File: src/rtl/alu_pipe.sv
// -----------------------------------------------------------------------------
// alu_pipe : registered ARM data-processing ALU with an iterative multiplier.
//
// Data-processing ops complete with one cycle of latency. MUL/MLA run through
// a shift-add unit that consumes MUL_STEP multiplier bits per cycle. Inputs and
// outputs use valid/ready handshakes, and the output register holds its value
// while the consumer stalls.
//
// Ports:
//   clk, rst_n          clock, asynchronous active-low reset
//   in_valid/in_ready   operation handshake (accept when both high)
//   mul, acc            multiply mode, MLA accumulate select
//   set_flags           S bit (compare ops always update flags)
//   opcode              ARM data-processing opcode (ignored when mul=1)
//   a, b, c             Rn/Rm, shifter operand/Rs, accumulate operand
//   carry_in            CPSR C
//   shifter_carry       barrel shifter carry-out (C for logical ops)
//   flags_in            current CPSR {N,Z,C,V}
//   out_valid/out_ready result handshake
//   result, nzcv        registered result and new {N,Z,C,V}
//   write_en            result is written to Rd (low for TST/TEQ/CMP/CMN)
// -----------------------------------------------------------------------------
module alu_pipe #(
  parameter int WIDTH    = 32,
  parameter int MUL_STEP = 1
) (
  input  logic             clk,
  input  logic             rst_n,
  input  logic             in_valid,
  output logic             in_ready,
  input  logic             mul,
  input  logic             acc,
  input  logic             set_flags,
  input  logic [3:0]       opcode,
  input  logic [WIDTH-1:0] a,
  input  logic [WIDTH-1:0] b,
  input  logic [WIDTH-1:0] c,
  input  logic             carry_in,
  input  logic             shifter_carry,
  input  logic [3:0]       flags_in,
  output logic             out_valid,
  input  logic             out_ready,
  output logic [WIDTH-1:0] result,
  output logic [3:0]       nzcv,
  output logic             write_en
);

  localparam int N_STEPS  = WIDTH / MUL_STEP;
  localparam int CNT_W    = (N_STEPS > 2) ? $clog2(N_STEPS) : 1;
  // The accept edge already performs the first step, so the counter covers
  // the remaining N_STEPS-1 steps and finishes when it reads zero.
  localparam int CNT_INIT = (N_STEPS > 1) ? N_STEPS - 2 : 0;

  typedef enum logic {S_IDLE, S_MUL} state_t;

  state_t             r_state, w_state_next;
  logic               r_out_valid;
  logic [WIDTH-1:0]   r_result;
  logic [3:0]         r_nzcv;
  logic               r_write_en;
  logic [WIDTH-1:0]   r_acc, r_mcand, r_mplier;
  logic [CNT_W-1:0]   r_cnt, w_cnt_next;
  logic               r_mul_s;
  logic [3:0]         r_mul_fi;

  logic               w_accept, w_load, w_mul_run;
  logic [WIDTH-1:0]   w_load_res;
  logic [3:0]         w_load_flags;
  logic               w_load_we;

  // ---------------------------------------------------------------- handshake
  assign in_ready  = rst_n && (r_state == S_IDLE) && (!r_out_valid || out_ready);
  assign w_accept  = in_valid && in_ready;
  assign out_valid = r_out_valid;
  assign result    = r_result;
  assign nzcv      = r_nzcv;
  assign write_en  = r_write_en;

  // ---------------------------------------------------------- data-processing
  logic [WIDTH-1:0] w_x, w_y, w_logic, w_dp_res;
  logic             w_cin, w_arith, w_is_cmp, w_dp_c, w_dp_v;
  logic [WIDTH:0]   w_sum;
  logic [3:0]       w_dp_flags;

  always_comb begin
    w_x     = a;
    w_y     = b;
    w_cin   = 1'b0;
    w_arith = 1'b0;
    w_logic = '0;
    case (opcode)
      4'h0, 4'h8: w_logic = a & b;                                       // AND, TST
      4'h1, 4'h9: w_logic = a ^ b;                                       // EOR, TEQ
      4'h2, 4'hA: begin w_y = ~b; w_cin = 1'b1; w_arith = 1'b1; end      // SUB, CMP
      4'h3:       begin w_x = b; w_y = ~a; w_cin = 1'b1; w_arith = 1'b1; end // RSB
      4'h4, 4'hB: w_arith = 1'b1;                                        // ADD, CMN
      4'h5:       begin w_cin = carry_in; w_arith = 1'b1; end            // ADC
      4'h6:       begin w_y = ~b; w_cin = carry_in; w_arith = 1'b1; end  // SBC
      4'h7:       begin w_x = b; w_y = ~a; w_cin = carry_in; w_arith = 1'b1; end // RSC
      4'hC:       w_logic = a | b;                                       // ORR
      4'hD:       w_logic = b;                                           // MOV
      4'hE:       w_logic = a & ~b;                                      // BIC
      default:    w_logic = ~b;                                          // MVN
    endcase
  end

  assign w_sum    = {1'b0, w_x} + {1'b0, w_y} + {{WIDTH{1'b0}}, w_cin};
  assign w_dp_res = w_arith ? w_sum[WIDTH-1:0] : w_logic;
  assign w_dp_c   = w_arith ? w_sum[WIDTH] : shifter_carry;
  // Overflow: both addends share a sign that the sum does not.
  assign w_dp_v   = w_arith ? ((w_x[WIDTH-1] == w_y[WIDTH-1]) &&
                               (w_dp_res[WIDTH-1] != w_x[WIDTH-1]))
                            : flags_in[0];
  assign w_is_cmp = (opcode[3:2] == 2'b10);
  assign w_dp_flags = (set_flags || w_is_cmp)
                    ? {w_dp_res[WIDTH-1], (w_dp_res == '0), w_dp_c, w_dp_v}
                    : flags_in;

  // ----------------------------------------------------------- shift-add step
  // In IDLE the step works straight off the inputs (first step on the accept
  // edge); in MUL it works off the iteration registers.
  logic [WIDTH-1:0] w_src_acc, w_src_mcand, w_src_mplier, w_step_sum;
  logic [WIDTH-1:0] w_pp [MUL_STEP];
  logic             w_src_s;
  logic [3:0]       w_src_fi, w_mul_flags;

  assign w_src_acc    = (r_state == S_IDLE) ? (acc ? c : '0) : r_acc;
  assign w_src_mcand  = (r_state == S_IDLE) ? a : r_mcand;
  assign w_src_mplier = (r_state == S_IDLE) ? b : r_mplier;
  assign w_src_s      = (r_state == S_IDLE) ? set_flags : r_mul_s;
  assign w_src_fi     = (r_state == S_IDLE) ? flags_in : r_mul_fi;

  for (genvar gi = 0; gi < MUL_STEP; gi++) begin : g_pp
    assign w_pp[gi] = w_src_mplier[gi] ? (w_src_mcand << gi) : '0;
  end

  always_comb begin
    w_step_sum = w_src_acc;
    for (int i = 0; i < MUL_STEP; i++) w_step_sum = w_step_sum + w_pp[i];
  end

  assign w_mul_flags = w_src_s
                     ? {w_step_sum[WIDTH-1], (w_step_sum == '0), w_src_fi[1:0]}
                     : w_src_fi;

  // ------------------------------------------------------ next-state / control
  always_comb begin
    w_state_next = r_state;
    w_cnt_next   = r_cnt;
    w_load       = 1'b0;
    w_mul_run    = 1'b0;
    w_load_res   = w_dp_res;
    w_load_flags = w_dp_flags;
    w_load_we    = !w_is_cmp;
    case (r_state)
      S_IDLE: begin
        if (w_accept) begin
          if (!mul) begin
            w_load = 1'b1;
          end else if (N_STEPS == 1) begin
            w_load       = 1'b1;
            w_load_res   = w_step_sum;
            w_load_flags = w_mul_flags;
            w_load_we    = 1'b1;
          end else begin
            w_mul_run    = 1'b1;
            w_state_next = S_MUL;
            w_cnt_next   = CNT_W'(CNT_INIT);
          end
        end
      end
      S_MUL: begin
        if (r_cnt == '0) begin
          w_load       = 1'b1;
          w_load_res   = w_step_sum;
          w_load_flags = w_mul_flags;
          w_load_we    = 1'b1;
          w_state_next = S_IDLE;
        end else begin
          w_mul_run  = 1'b1;
          w_cnt_next = r_cnt - CNT_W'(1);
        end
      end
      default: w_state_next = S_IDLE;
    endcase
  end

  // ---------------------------------------------------------------- registers
  always_ff @(posedge clk or negedge rst_n) begin
    if (!rst_n) begin
      r_state     <= S_IDLE;
      r_out_valid <= 1'b0;
      r_result    <= '0;
      r_nzcv      <= '0;
      r_write_en  <= 1'b0;
      r_acc       <= '0;
      r_mcand     <= '0;
      r_mplier    <= '0;
      r_cnt       <= '0;
      r_mul_s     <= 1'b0;
      r_mul_fi    <= '0;
    end else begin
      r_state     <= w_state_next;
      r_cnt       <= w_cnt_next;
      // A fresh result may load in the same cycle the old one is consumed.
      r_out_valid <= w_load || (r_out_valid && !out_ready);
      if (w_load) begin
        r_result   <= w_load_res;
        r_nzcv     <= w_load_flags;
        r_write_en <= w_load_we;
      end
      if (w_mul_run) begin
        r_acc    <= w_step_sum;
        r_mcand  <= w_src_mcand << MUL_STEP;
        r_mplier <= w_src_mplier >> MUL_STEP;
      end
      if (w_accept && mul) begin
        r_mul_s  <= set_flags;
        r_mul_fi <= flags_in;
      end
    end
  end

endmodule

File: config.mk
export PLATFORM = sky130hd
export DESIGN_NAME = alu_pipe
export DESIGN_NICKNAME = d
export VERILOG_FILES = /design/src/rtl/alu_pipe.sv
export SDC_FILE = /design/constraint.sdc
export NUM_CORES = 1
export LEC_CHECK = 0
export CAP_MARGIN = 20
export CORE_ASPECT_RATIO = 0.8
export CORE_MARGIN = 4
export CORE_UTILIZATION = 35
export CTS_CLUSTER_DIAMETER = 40
export DETAILED_ROUTE_END_ITERATION = 8
export HOLD_SLACK_MARGIN = 0.08
export PLACE_DENSITY_LB_ADDON = 0.12
export SLEW_MARGIN = 25
export SYNTH_ARGS = -nofsm -noshare
export SYNTH_HDL_FRONTEND = slang
export SYNTH_SLANG_ARGS = --single-unit
export TNS_END_PERCENT = 20
File: constraint.sdc
create_clock -name clk -period 11.04 [get_ports clk]
set_input_delay 2.208 -clock clk [delete_from_list [all_inputs] [get_ports clk]]
set_output_delay 2.208 -clock clk [all_outputs]
set_load 0.02 [all_outputs]
==> flow_metrics.py, run 1 <==
metrics = {
    "run_status": {
        "outcome": "complete, no violations",
    },
    "yosys": {
        "seq_area_frac_synth_pct": 26.22,
        "ys_types": 86,
        "syn_inst": 1831,
        "synth_nets": 2042,
        "ys_seq_elements": 143,
        "yosys_warnings": 0,
        "synthArstFlopShare_pct": 100.0,
        "ys.flop_type": "dfrtp_1",
        "avgSynthCellArea_um2": 7.455,
        "synth-edff-count": 0,
        "synth_area_mm2": 0.01365,
    },
    "timing": {
        "maxSlewViolCount": 0,
        "tightest_slew_ns": 0.9529,
        "fmax_mhz": 132.1,
        "fin_crit_sh_pct": 68.59,
        "fin_worst_skew_ns": 0.01340,
        "slew_headroom_pct": 36.47,
        "fin_ws_ns": 3.468,
        "final-hold-violation-count": 0,
        "fin_setup_tns_ns": 0,
        "finalCriticalPeriod_ns": 7.572,
        "rsz0062_at_grt": "false",
        "setup_viol": 0,
        "whs_ns": 0.4719,
    },
    "global_route": {
        "grt.overflow.total": 0,
        "grt_start_max_net_pins": 80,
        "grt_use_total_pct": 24.81,
        "grt_pass1_vias": 13335,
        "grt_pass1_wl_mm": 81.33,
        "antenna_found_initial": 0,
    },
    "setup_path": {
        "cp-start-kind": "input port",
        "worstPathRequired_ns": 11.41,
        "worst-path-buf-inv": 2,
        "cpPeakStageDelay_ns": 0.63,
        "cp-end-kind": "flop",
        "reg2reg_slack_ns": 5.71,
        "critical_path_arrival_ns": 7.95,
        "crit_slowest_cell": "clkdlybuf4s50_1",
        "crit_fanout": 31,
        "crit_top_cell": "nand4_1",
        "r2r_cells": 16,
        "crit_chain": "clkdlybuf4s50_1, and2_1, or3_1, nand2_1, buf_4, nand2_1, o21ai_0, o21ai_0, fa_1, a21o_1, a221oi_4, o21bai_1, xor2_1, a211oi_1, nand4_1, nor4_2, nand4_1, nor4_2, nand4_1, a22oi_1",
        "critPathTopFamily": "simple AND/OR/NAND/NOR gates",
        "r2r-start": "r_state$_DFF_PN0_",
        "r2r_end": "nzcv[2]$_DFFE_PN0P_",
        "path_class": "input port to flop",
    },
    "min_path": {
        "worstHoldStart": "r_acc[3]$_DFFE_PN0P_",
        "min_path_type": "flop to flop",
        "hold_end": "r_acc[3]$_DFFE_PN0P_",
        "min_path_cells": 2,
    },
    "drt": {
        "viasPerCell": 5.784,
        "first_pass_iters": 5,
        "drtIter0Drc": 1384,
        "post_drt_wl_per_cell_um": 22.24,
        "vias": 13871,
        "wl_mm": 53.33,
        "drc_errors": 0,
        "ant_nets": 0,
    },
    "place": {
        "hpwl_mm": 40.17,
        "placed_cell_area_mm2": 0.01544,
        "place_inst": 2366,
        "gp_congestion": 0.9210,
        "portBuffers": 151,
        "pre_cts_ws_ns": 3.109,
    },
    "power": {
        "power.share.clock_pct": 13.1,
        "p_leak_nw": 7.074,
        "p_int_mw": 2.272,
        "combPwrFrac_pct": 65.0,
        "swShare_pct": 49.81,
        "pwr-share-seq_pct": 21.9,
        "power_density_mw_per_mm2": 282.8,
        "fin_total_pwr_mw": 4.526,
        "netSwitchingPower_mw": 2.255,
        "peakVddDrop_v": 0.0001776,
    },
    "clock_network": {
        "clk_pin_slew_worst_paths_ns": 0.06,
        "htree_num_levels": 4,
        "cts_resized": 0,
        "hold_buffers": 0,
        "cts_setup_buffers": 0,
        "numCtsBuffers": 17,
        "insertion_delay_ns": 0.47,
        "root_buffer": "clkbuf_16",
        "clock-sinks": 143,
        "cts_tree": "done",
        "clk_path_buf_depth": 2,
    },
    "flow_run": {
        "maxCapViolCount": 0,
    },
    "final_layout": {
        "ff_latch_area_mm2": 0.003582,
        "n_antenna_cell": 0,
        "area_delta_synth_final_pct": 17.26,
        "multi_input_area_mm2": 0.009205,
        "final_util_pct": 41.73,
        "nets": 2101,
        "fillerInstances": 3970,
        "fin_area_mm2": 0.01601,
        "stdcell_count": 2398,
        "drive_gt1_share_pct": 5.307,
    },
    "floorplan": {
        "core_area_mm2": 0.03836,
        "dieHeight_um": 184.6,
        "start_util_pct": 35.59,
        "io_pins": 152,
        "std_cell_rows": 64,
        "die_w_um": 228.8,
        "die_area_mm2": 0.04224,
    },
}
## layer usage
| metal | GRT usage (%) | vias to the layer above | share of wire, % |
|---|---|---|---|
| met5 | 0 | - | 0 |
| met4 | 6.983 | 0 | 2.3 |
| met3 | 5.192 | 69 | 6.2 |
| met2 | 38.70 | 471 | 44 |
| met1 | 34.95 | 6645 | 48 |
| li1 | - | 6686 | - |
## tightest hold or removal path: cells and delay by family (launching register included)
| kind | cells | cell delay (ns) |
|---|---|---|
| DFF | 1 | 0.34 |
| and+or+nand+nor | 2 | 0.10 |
## cell families after synthesis
logic type,synth area share [%]
XOR/XNOR,4.492
flip-flops,26.22
AND/OR/NAND/NOR,19.36
AO/OA/AOI/OAI,29.19
adder cells (fa/ha/maj),9.148
multiplexers,5.014
buffers and inverters,6.582
## sequential cells by signal, summed over array words and instances (netlist names)
| register | cells |
|---|---|
| nzcv | 4 |
| out_valid | 1 |
| r_acc | 32 |
| r_cnt | 5 |
| r_mcand | 31 |
| r_mplier | 31 |
| r_mul_fi | 4 |
| r_mul_s | 1 |
| r_state | 1 |
| result | 32 |
| write_en | 1 |
## cell type report
| type | instances | area share (%) |
|---|---|---|
| multi-input cells | 1464 | 57.51 |
| flip-flops and latches | 143 | 22.38 |
| repair buffers | 178 | 10.66 |
| well taps | 495 | 3.870 |
| clock buffers | 22 | 2.838 |
| inverters | 86 | 2.033 |
| clock inverters | 10 | 0.7114 |
## power groups by stage
stage,clock network [mW],logic (mW),registers [mW]
after global placement,0,2.90,0.993
after CTS,0.608,2.93,0.988
after detailed placement,0,2.92,0.993
after global routing,0.627,3.25,1.02
final,0.595,2.94,0.992
after floorplan,0,2.00,0.993
## cell usage in the layout (no fill, tap or decap), types with 5 or more instances in the layout
| cell | instances |
|---|---|
| xor2_1 | 41 |
| a221oi_1 | 11 |
| a21o_1 | 21 |
| clkdlybuf4s50_1 | 148 |
| a21oi_1 | 189 |
| nand3_1 | 19 |
| or3_1 | 7 |
| nor2b_1 | 14 |
| o211ai_1 | 17 |
| ha_1 | 95 |
| a211oi_1 | 13 |
| mux2i_1 | 64 |
| a31oi_1 | 16 |
| nand2_1 | 254 |
| buf_4 | 27 |
| nor2_1 | 195 |
| nor3_1 | 23 |
| o21ai_0 | 190 |
| inv_1 | 85 |
| or2_2 | 8 |
| xnor2_1 | 29 |
| nor4_1 | 6 |
| and3_1 | 9 |
| a221o_1 | 11 |
| o31ai_1 | 8 |
| dfrtp_1 | 142 |
| a22o_1 | 33 |
| o21bai_1 | 9 |
| o221ai_1 | 19 |
| nand4_1 | 17 |
| o2111ai_1 | 5 |
| a22oi_1 | 15 |
| clkbuf_16 | 17 |
| o22ai_1 | 12 |
| o21a_1 | 12 |
## worst max-delay path by stage
stage | from | endpoint | slack [ns] | cells after the start
finish | opcode[3] | nzcv[2]$_DFFE_PN0P_ | 3.47 | 20
global route | opcode[3] | nzcv[2]$_DFFE_PN0P_ | 3.23 | 20
CTS | opcode[3] | nzcv[2]$_DFFE_PN0P_ | 3.57 | 20
detailed placement | opcode[3] | nzcv[2]$_DFFE_PN0P_ | 3.11 | 20
global placement | opcode[3] | nzcv[2]$_DFFE_PN0P_ | 3.31 | 20
floorplan | opcode[0] | nzcv[2]$_DFFE_PN0P_ | 4.55 | 23
## cells in the mapped netlist (all sizes together) (4+ instances only)
master | count | area, um^2
mux2i | 65 | 650.6
inv | 85 | 319.1
o31ai | 8 | 60.06
ha | 95 | 1189
nor3b | 6 | 50.05
a21oi | 190 | 954.7
a31oi | 17 | 112.6
a22o | 33 | 289.0
a22oi | 15 | 112.6
o21bai | 9 | 67.56
o211ai | 17 | 127.6
or2 | 10 | 62.57
and2 | 4 | 25.02
clkbuf | 104 | 392.9
nor2b | 15 | 93.84
o221ai | 19 | 166.4
nand4b | 4 | 35.03
o32ai | 4 | 35.03
or3 | 7 | 43.79
nor3 | 25 | 125.1
o2111ai | 5 | 43.79
buf | 34 | 182.7
nand2 | 254 | 953.4
dfrtp | 143 | 3578
a211oi | 13 | 97.59
a21o | 22 | 166.4
nand4 | 17 | 106.4
o22ai | 12 | 75.07
a222oi | 4 | 40.04
and3 | 11 | 75.07
o21ai | 196 | 984.7
xor2 | 41 | 359.1
nand2b | 4 | 25.02
a221o | 11 | 110.1
a221oi | 15 | 167.7
nor4b | 4 | 35.03
xnor2 | 29 | 254.0
nor2 | 198 | 743.2
nor4 | 8 | 62.56
o21a | 12 | 90.09
nand3 | 19 | 95.09
(Power assumes the default switching activity.)
==> run 2, diff against run 1 <==
- clock period: 11.04 -> 7.24 ns (I/O delays scaled with it)
==> run 2 against run 1 <==
- combinational power is 52% higher
- utilization increased by 0.19 points
- hold slack got worse by 0.00057 ns
- register-to-register slack got worse by 3.9 ns
- final area up 0.45%
- critical path depth unchanged
- setup slack lost 2.3 ns
- routed wire length decreased by 1.0%
- critical path type unchanged
- highest routed layer unchanged
==> flow_metrics.py, run 2 (synthesized netlist as in run 1, its figures left out) <==
metrics = {
    "run_status": {
        "outcome": "complete, no violations",
    },
    "timing": {
        "maxSlewViolCount": 0,
        "finalCriticalPeriod_ns": 6.090,
        "fmax_mhz": 164.2,
        "fin_crit_sh_pct": 84.12,
        "fin_worst_skew_ns": 0.01270,
        "slew_headroom_pct": 41.10,
        "final-hold-violation-count": 0,
        "tightest_slew_ns": 0.8664,
        "rsz0062_at_grt": "false",
        "setup_viol": 0,
        "fin_setup_tns_ns": 0,
    },
    "setup_path": {
        "r2r_end": "nzcv[2]$_DFFE_PN0P_",
        "crit_slowest_cell": "or2_2",
        "r2r-start": "r_state$_DFF_PN0_",
        "crit_top_cell": "nand2_1",
        "cp-endpoint": "nzcv[2]$_DFFE_PN0P_",
        "cp-end-kind": "flop",
        "r2r_cells": 15,
        "crit_chain": "clkdlybuf4s50_1, buf_4, or2_2, nand2_1, buf_4, nand2_1, o21ai_0, o21ai_0, fa_1, a21o_1, a221oi_4, o21bai_1, a31oi_1, mux2i_1, nand2_1, nor4_1, nand4_1, nor4_2, nand4_1, a22oi_1",
        "path_class": "input port to flop",
        "setup.worst_path.start": "opcode[3]",
        "crit_cells": 20,
        "crit_fanout": 31,
        "cp-start-kind": "input port",
        "critPathTopFamily": "simple AND/OR/NAND/NOR gates",
        "worstPathRequired_ns": 7.62,
        "reg2reg_slack_ns": 1.78,
        "critical_path_arrival_ns": 6.47,
        "worst-path-buf-inv": 3,
        "cpPeakStageDelay_ns": 0.49,
    },
    "floorplan": {
        "io_pins": 152,
        "start_util_pct": 35.59,
        "dieHeight_um": 184.6,
        "die_area_mm2": 0.04224,
        "die_w_um": 228.8,
        "core_area_mm2": 0.03836,
        "std_cell_rows": 64,
    },
    "drt": {
        "drc_errors": 0,
        "vias": 13823,
        "wl_mm": 52.80,
        "ant_nets": 0,
        "drtIter0Drc": 1175,
        "viasPerCell": 5.757,
        "first_pass_iters": 6,
        "post_drt_wl_per_cell_um": 21.99,
    },
    "final_layout": {
        "nets": 2104,
        "area_delta_synth_final_pct": 17.79,
        "fillerInstances": 3972,
        "final_util_pct": 41.92,
        "stdcell_count": 2401,
        "n_antenna_cell": 0,
        "layout_commonest_cell": "nand2_1",
        "final_cell_mix": "254 x nand2_1, 195 x nor2_1, 190 x o21ai_0",
        "drive_gt1_share_pct": 5.614,
        "fin_area_mm2": 0.01608,
    },
    "power": {
        "p_leak_nw": 7.112,
        "power_density_mw_per_mm2": 431.3,
        "peakVddDrop_v": 0.0002265,
        "fin_total_pwr_mw": 6.934,
    },
    "global_route": {
        "grt_pass1_vias": 13620,
        "antenna_found_initial": 1,
        "grt_pass1_wl_mm": 82.15,
        "grt_start_max_net_pins": 102,
        "grt_use_total_pct": 24.98,
        "grt.overflow.total": 0,
    },
    "min_path": {
        "min_path_type": "flop to flop",
        "worstHoldStart": "r_acc[0]$_DFFE_PN0P_",
    },
    "place": {
        "placed_cell_area_mm2": 0.01545,
        "place_inst": 2368,
        "gp_congestion": 0.9392,
        "portBuffers": 151,
        "hpwl_mm": 40.15,
    },
    "clock_network": {
        "insertion_delay_ns": 0.47,
        "clk_pin_slew_worst_paths_ns": 0.07,
        "numCtsBuffers": 17,
        "root_buffer": "clkbuf_16",
        "clk_path_buf_depth": 2,
        "htree_num_levels": 4,
        "cts_setup_buffers": 0,
        "hold_buffers": 0,
        "cts_tree": "done",
        "clock-sinks": 143,
        "cts_resized": 0,
    },
    "flow_run": {
        "maxCapViolCount": 0,
    },
}
[run 2: through the flow]
stage          hold slack [ns]  worst slack (ns)
2_1_floorplan           0.4400             1.506
3_3_place_gp            0.4523            0.7693
3_5_place_dp            0.4576            0.7165
4_1_cts                 0.4714             1.212
5_1_grt                 0.4883            0.7316
6_report                0.4713             1.150
[run 2: worst min-delay path by stage]
stage,to,cells past startpoint
2_1_floorplan,r_acc[0]$_DFFE_PN0P_,2
3_3_place_gp,r_acc[11]$_DFFE_PN0P_,2
3_5_place_dp,r_acc[0]$_DFFE_PN0P_,2
4_1_cts,r_acc[0]$_DFFE_PN0P_,2
5_1_grt,r_acc[10]$_DFFE_PN0P_,2
6_report,r_acc[0]$_DFFE_PN0P_,2
[run 2: worst register-to-register path: stages (launching register included)]
cell,delay [ns]
dfrtp_4,0.94
buf_4,0.82
mux2i_1,0.33
nor2_1,0.11
ha_1,0.44
a21oi_1,0.27
o21ai_0,0.19
a211oi_1,0.52
o21ai_0,0.21
o221ai_1,0.17
o31ai_1,0.17
a221o_1,0.38
a21oi_1,0.23
xnor2_1,0.23
nand4_1,0.18
a22oi_1,0.19
[run 2: layout make-up]
type,count,area (um^2),share of cell area [%]
multi-input cells,1464,9205,57.25
well taps,495,619.3,3.852
clock inverters,13,152.6,0.9494
flip-flops and latches,143,3582,22.28
repair buffers,181,1748,10.87
clock buffers,19,442.9,2.755
inverters,86,327.8,2.039
[run 2: where the power goes]
part / switching, mW / internal, mW
Clock: 0.418 / 0.523
Sequential: 0.298 / 1.22
Combinational: 2.74 / 1.74
Total: 3.46 / 3.48
[run 2: per-layer routing]
| layer | share of wire [%] | vias up | wire [um] | global-route usage [%] |
|---|---|---|---|---|
| li1 | - | 6703 | - | - |
| met1 | 48 | 6656 | 25420 | 35.13 |
| met2 | 43 | 395 | 22950 | 39.03 |
| met3 | 6.0 | 69 | 3192 | 5.192 |
| met4 | 2.3 | 0 | 1236 | 7.080 |
| met5 | 0 | - | 0 | 0 |
==> run 3, diff against run 2 <==
- clock period: 7.24 -> 6.3 ns (I/O delays scaled with it)
==> run 3 against run 2 <==
- setup slack worse by 0.73 ns
- final cell count increased by 0.79%
- critical path depth is 1 lower
- power increased by 18%
- count of clock-buffer cells in the layout up 2
- final area increased by 1.2%
- non-clock buffer count is 19 higher
- sequential share of layout area fell by 0.27 points
- clock power grew 22%
- die area stayed put
- sequential power increased by 13%
==> flow_metrics.py, run 3 (synthesized netlist as in run 1, its figures left out) <==
metrics = {
    "run_status": {
        "outcome": "complete, no violations",
    },
    "final_layout": {
        "final_cell_mix": "254 x nand2_1, 195 x nor2_1, 190 x o21ai_0",
        "drive_gt1_share_pct": 6.545,
        "fin_area_mm2": 0.01627,
        "layout_commonest_cell": "nand2_1",
        "final_util_pct": 42.42,
        "nets": 2123,
        "area_delta_synth_final_pct": 19.21,
        "n_antenna_cell": 0,
    },
    "drt": {
        "highest_layer": "met4",
        "route.met2.wl_mm": 24.29,
        "ant_nets": 0,
        "drtIter0Drc": 1162,
        "viasPerCell": 5.731,
        "vias": 13870,
        "wl_met3_mm": 2.315,
        "wl_met1_mm": 25.81,
        "drc_errors": 0,
        "first_pass_iters": 5,
        "wl_mm": 53.26,
        "post_drt_wl_per_cell_um": 22.01,
    },
    "timing": {
        "whs_ns": 0.4723,
        "fin_setup_tns_ns": 0,
        "fmax_mhz": 170.1,
        "fin_worst_skew_ns": 0.01416,
        "slew_headroom_pct": 38.79,
        "setup_viol": 0,
        "finalCriticalPeriod_ns": 5.878,
        "rsz0062_at_grt": "false",
        "maxSlewViolCount": 0,
        "final-hold-violation-count": 0,
        "fin_crit_sh_pct": 93.31,
        "tightest_slew_ns": 0.9181,
    },
    "min_path": {
        "min_path_type": "flop to flop",
        "min_path_cells": 2,
    },
    "power": {
        "p_int_mw": 4.204,
        "combPwrFrac_pct": 65.0,
        "netSwitchingPower_mw": 3.953,
        "p_leak_nw": 7.228,
        "peakVddDrop_v": 0.0002366,
        "pwr-share-seq_pct": 20.9,
        "swShare_pct": 48.46,
        "power_density_mw_per_mm2": 501.3,
        "fin_total_pwr_mw": 8.157,
        "power.share.clock_pct": 14.1,
    },
    "floorplan": {
        "die_w_um": 228.8,
        "dieHeight_um": 184.6,
        "start_util_pct": 35.59,
        "io_pins": 152,
        "core_area_mm2": 0.03836,
        "die_area_mm2": 0.04224,
        "std_cell_rows": 64,
    },
    "clock_network": {
        "clk_path_buf_depth": 2,
        "root_buffer": "clkbuf_16",
        "clk_pin_slew_worst_paths_ns": 0.07,
        "cts_resized": 0,
        "cts_tree": "done",
        "hold_buffers": 0,
        "insertion_delay_ns": 0.45,
        "numCtsBuffers": 17,
        "htree_num_levels": 4,
        "cts_setup_buffers": 0,
        "clock-sinks": 143,
    },
    "setup_path": {
        "cp-start-kind": "input port",
        "crit_cells": 19,
        "critical_path_arrival_ns": 6.22,
        "cpPeakStageDelay_ns": 0.48,
        "worstPathRequired_ns": 6.65,
        "path_class": "input port to flop",
        "critPathTopFamily": "simple AND/OR/NAND/NOR gates",
        "worst-path-buf-inv": 2,
        "r2r_cells": 16,
        "crit_top_cell": "nand4_1",
        "cp-end-kind": "flop",
        "crit_fanout": 13,
        "crit_slowest_cell": "fa_1",
        "crit_chain": "clkdlybuf4s50_1, buf_4, or2_2, nand2_1, nand2_1, o21ai_0, o21ai_0, fa_1, a21o_1, a221oi_4, o21bai_1, xor2_1, a211oi_2, nand4_1, nor4_2, nand4_1, nor4_2, nand4_1, a22oi_1",
    },
    "global_route": {
        "grt.overflow.total": 0,
        "grt_pass1_vias": 13607,
        "antenna_found_initial": 0,
        "grt_start_max_net_pins": 92,
        "grt_use_total_pct": 24.91,
        "grt_pass1_wl_mm": 82.83,
    },
    "flow_run": {
        "maxCapViolCount": 0,
    },
    "place": {
        "placed_cell_area_mm2": 0.01563,
        "portBuffers": 151,
        "gp_congestion": 0.9430,
        "hpwl_mm": 40.83,
    },
}
run 3: cell count changes in the layout (fill, tap and decap cells not counted), sizes merged:
cell	delta
clkbuf	+2
bufinv	+2
inv	-3
buf	+19
clkinvlp	-1
run 3: metrics by stage:
step	cells	setup WS [ns]
after global routing	2420	0.07821
after CTS	2420	0.2398
after detailed placement	2388	-0.2070
after floorplan	1831	0.7542
after global placement	2388	-0.06834
final	2420	0.4215
run 3: cell type report:
type                            instances  area [um^2]
Clock buffer                           21        460.4
Clock inverter                         11        178.9
Timing Repair Buffer                  200         1896
Inverter                               86        325.3
Multi-Input combinational cell       1464         9210
Fill cell                            3936        22080
Tap cell                              495        619.3
Sequential cell                       143         3582
run 3: power by group through the flow:
stage	Clock [mW]	Combinational (mW)	Sequential (mW)
3_5_place_dp	0	5.27	1.71
3_3_place_gp	0	5.25	1.70
4_1_cts	1.18	5.30	1.70
5_1_grt	1.21	5.88	1.75
2_1_floorplan	0	3.50	1.74
6_report	1.15	5.31	1.70
run 3: worst reg2reg max path: stages (launching register included):
cell and delay (ns):
dfrtp_4 0.52, buf_4 0.58, mux2i_1 0.35, nor2_1 0.09
ha_1 0.44, nand2_1 0.12, a211oi_1 0.31, a211oi_1 0.13
buf_4 0.17, o21ai_0 0.20, o221ai_1 0.23, o31ai_1 0.44
a221o_1 0.24, a21oi_1 0.09, xnor2_1 0.29, nand4_1 0.19
a22oi_1 0.22
run 3: per-layer routing:
metal,up-vias,global-route usage [%]
met2,394,40.40
met5,-,0
met4,0,4.939
li1,6741,-
met3,47,3.523
met1,6688,35.67
run 3: worst paths after layout:
path / startpoint / end / slack [ns]
max: opcode[3] / nzcv[2]$_DFFE_PN0P_ / 0.42
min: r_acc[3]$_DFFE_PN0P_ / r_acc[3]$_DFFE_PN0P_ / 0.47
max reg2reg: r_state$_DFF_PN0_ / nzcv[2]$_DFFE_PN0P_ / 1.60
min reg2reg: r_acc[3]$_DFFE_PN0P_ / r_acc[3]$_DFFE_PN0P_ / 0.47
max in group asynchronous: rst_n / r_state$_DFF_PN0_ / 3.54
min in group asynchronous: rst_n / r_mplier[24]$_DFFE_PN0P_ / 0.68
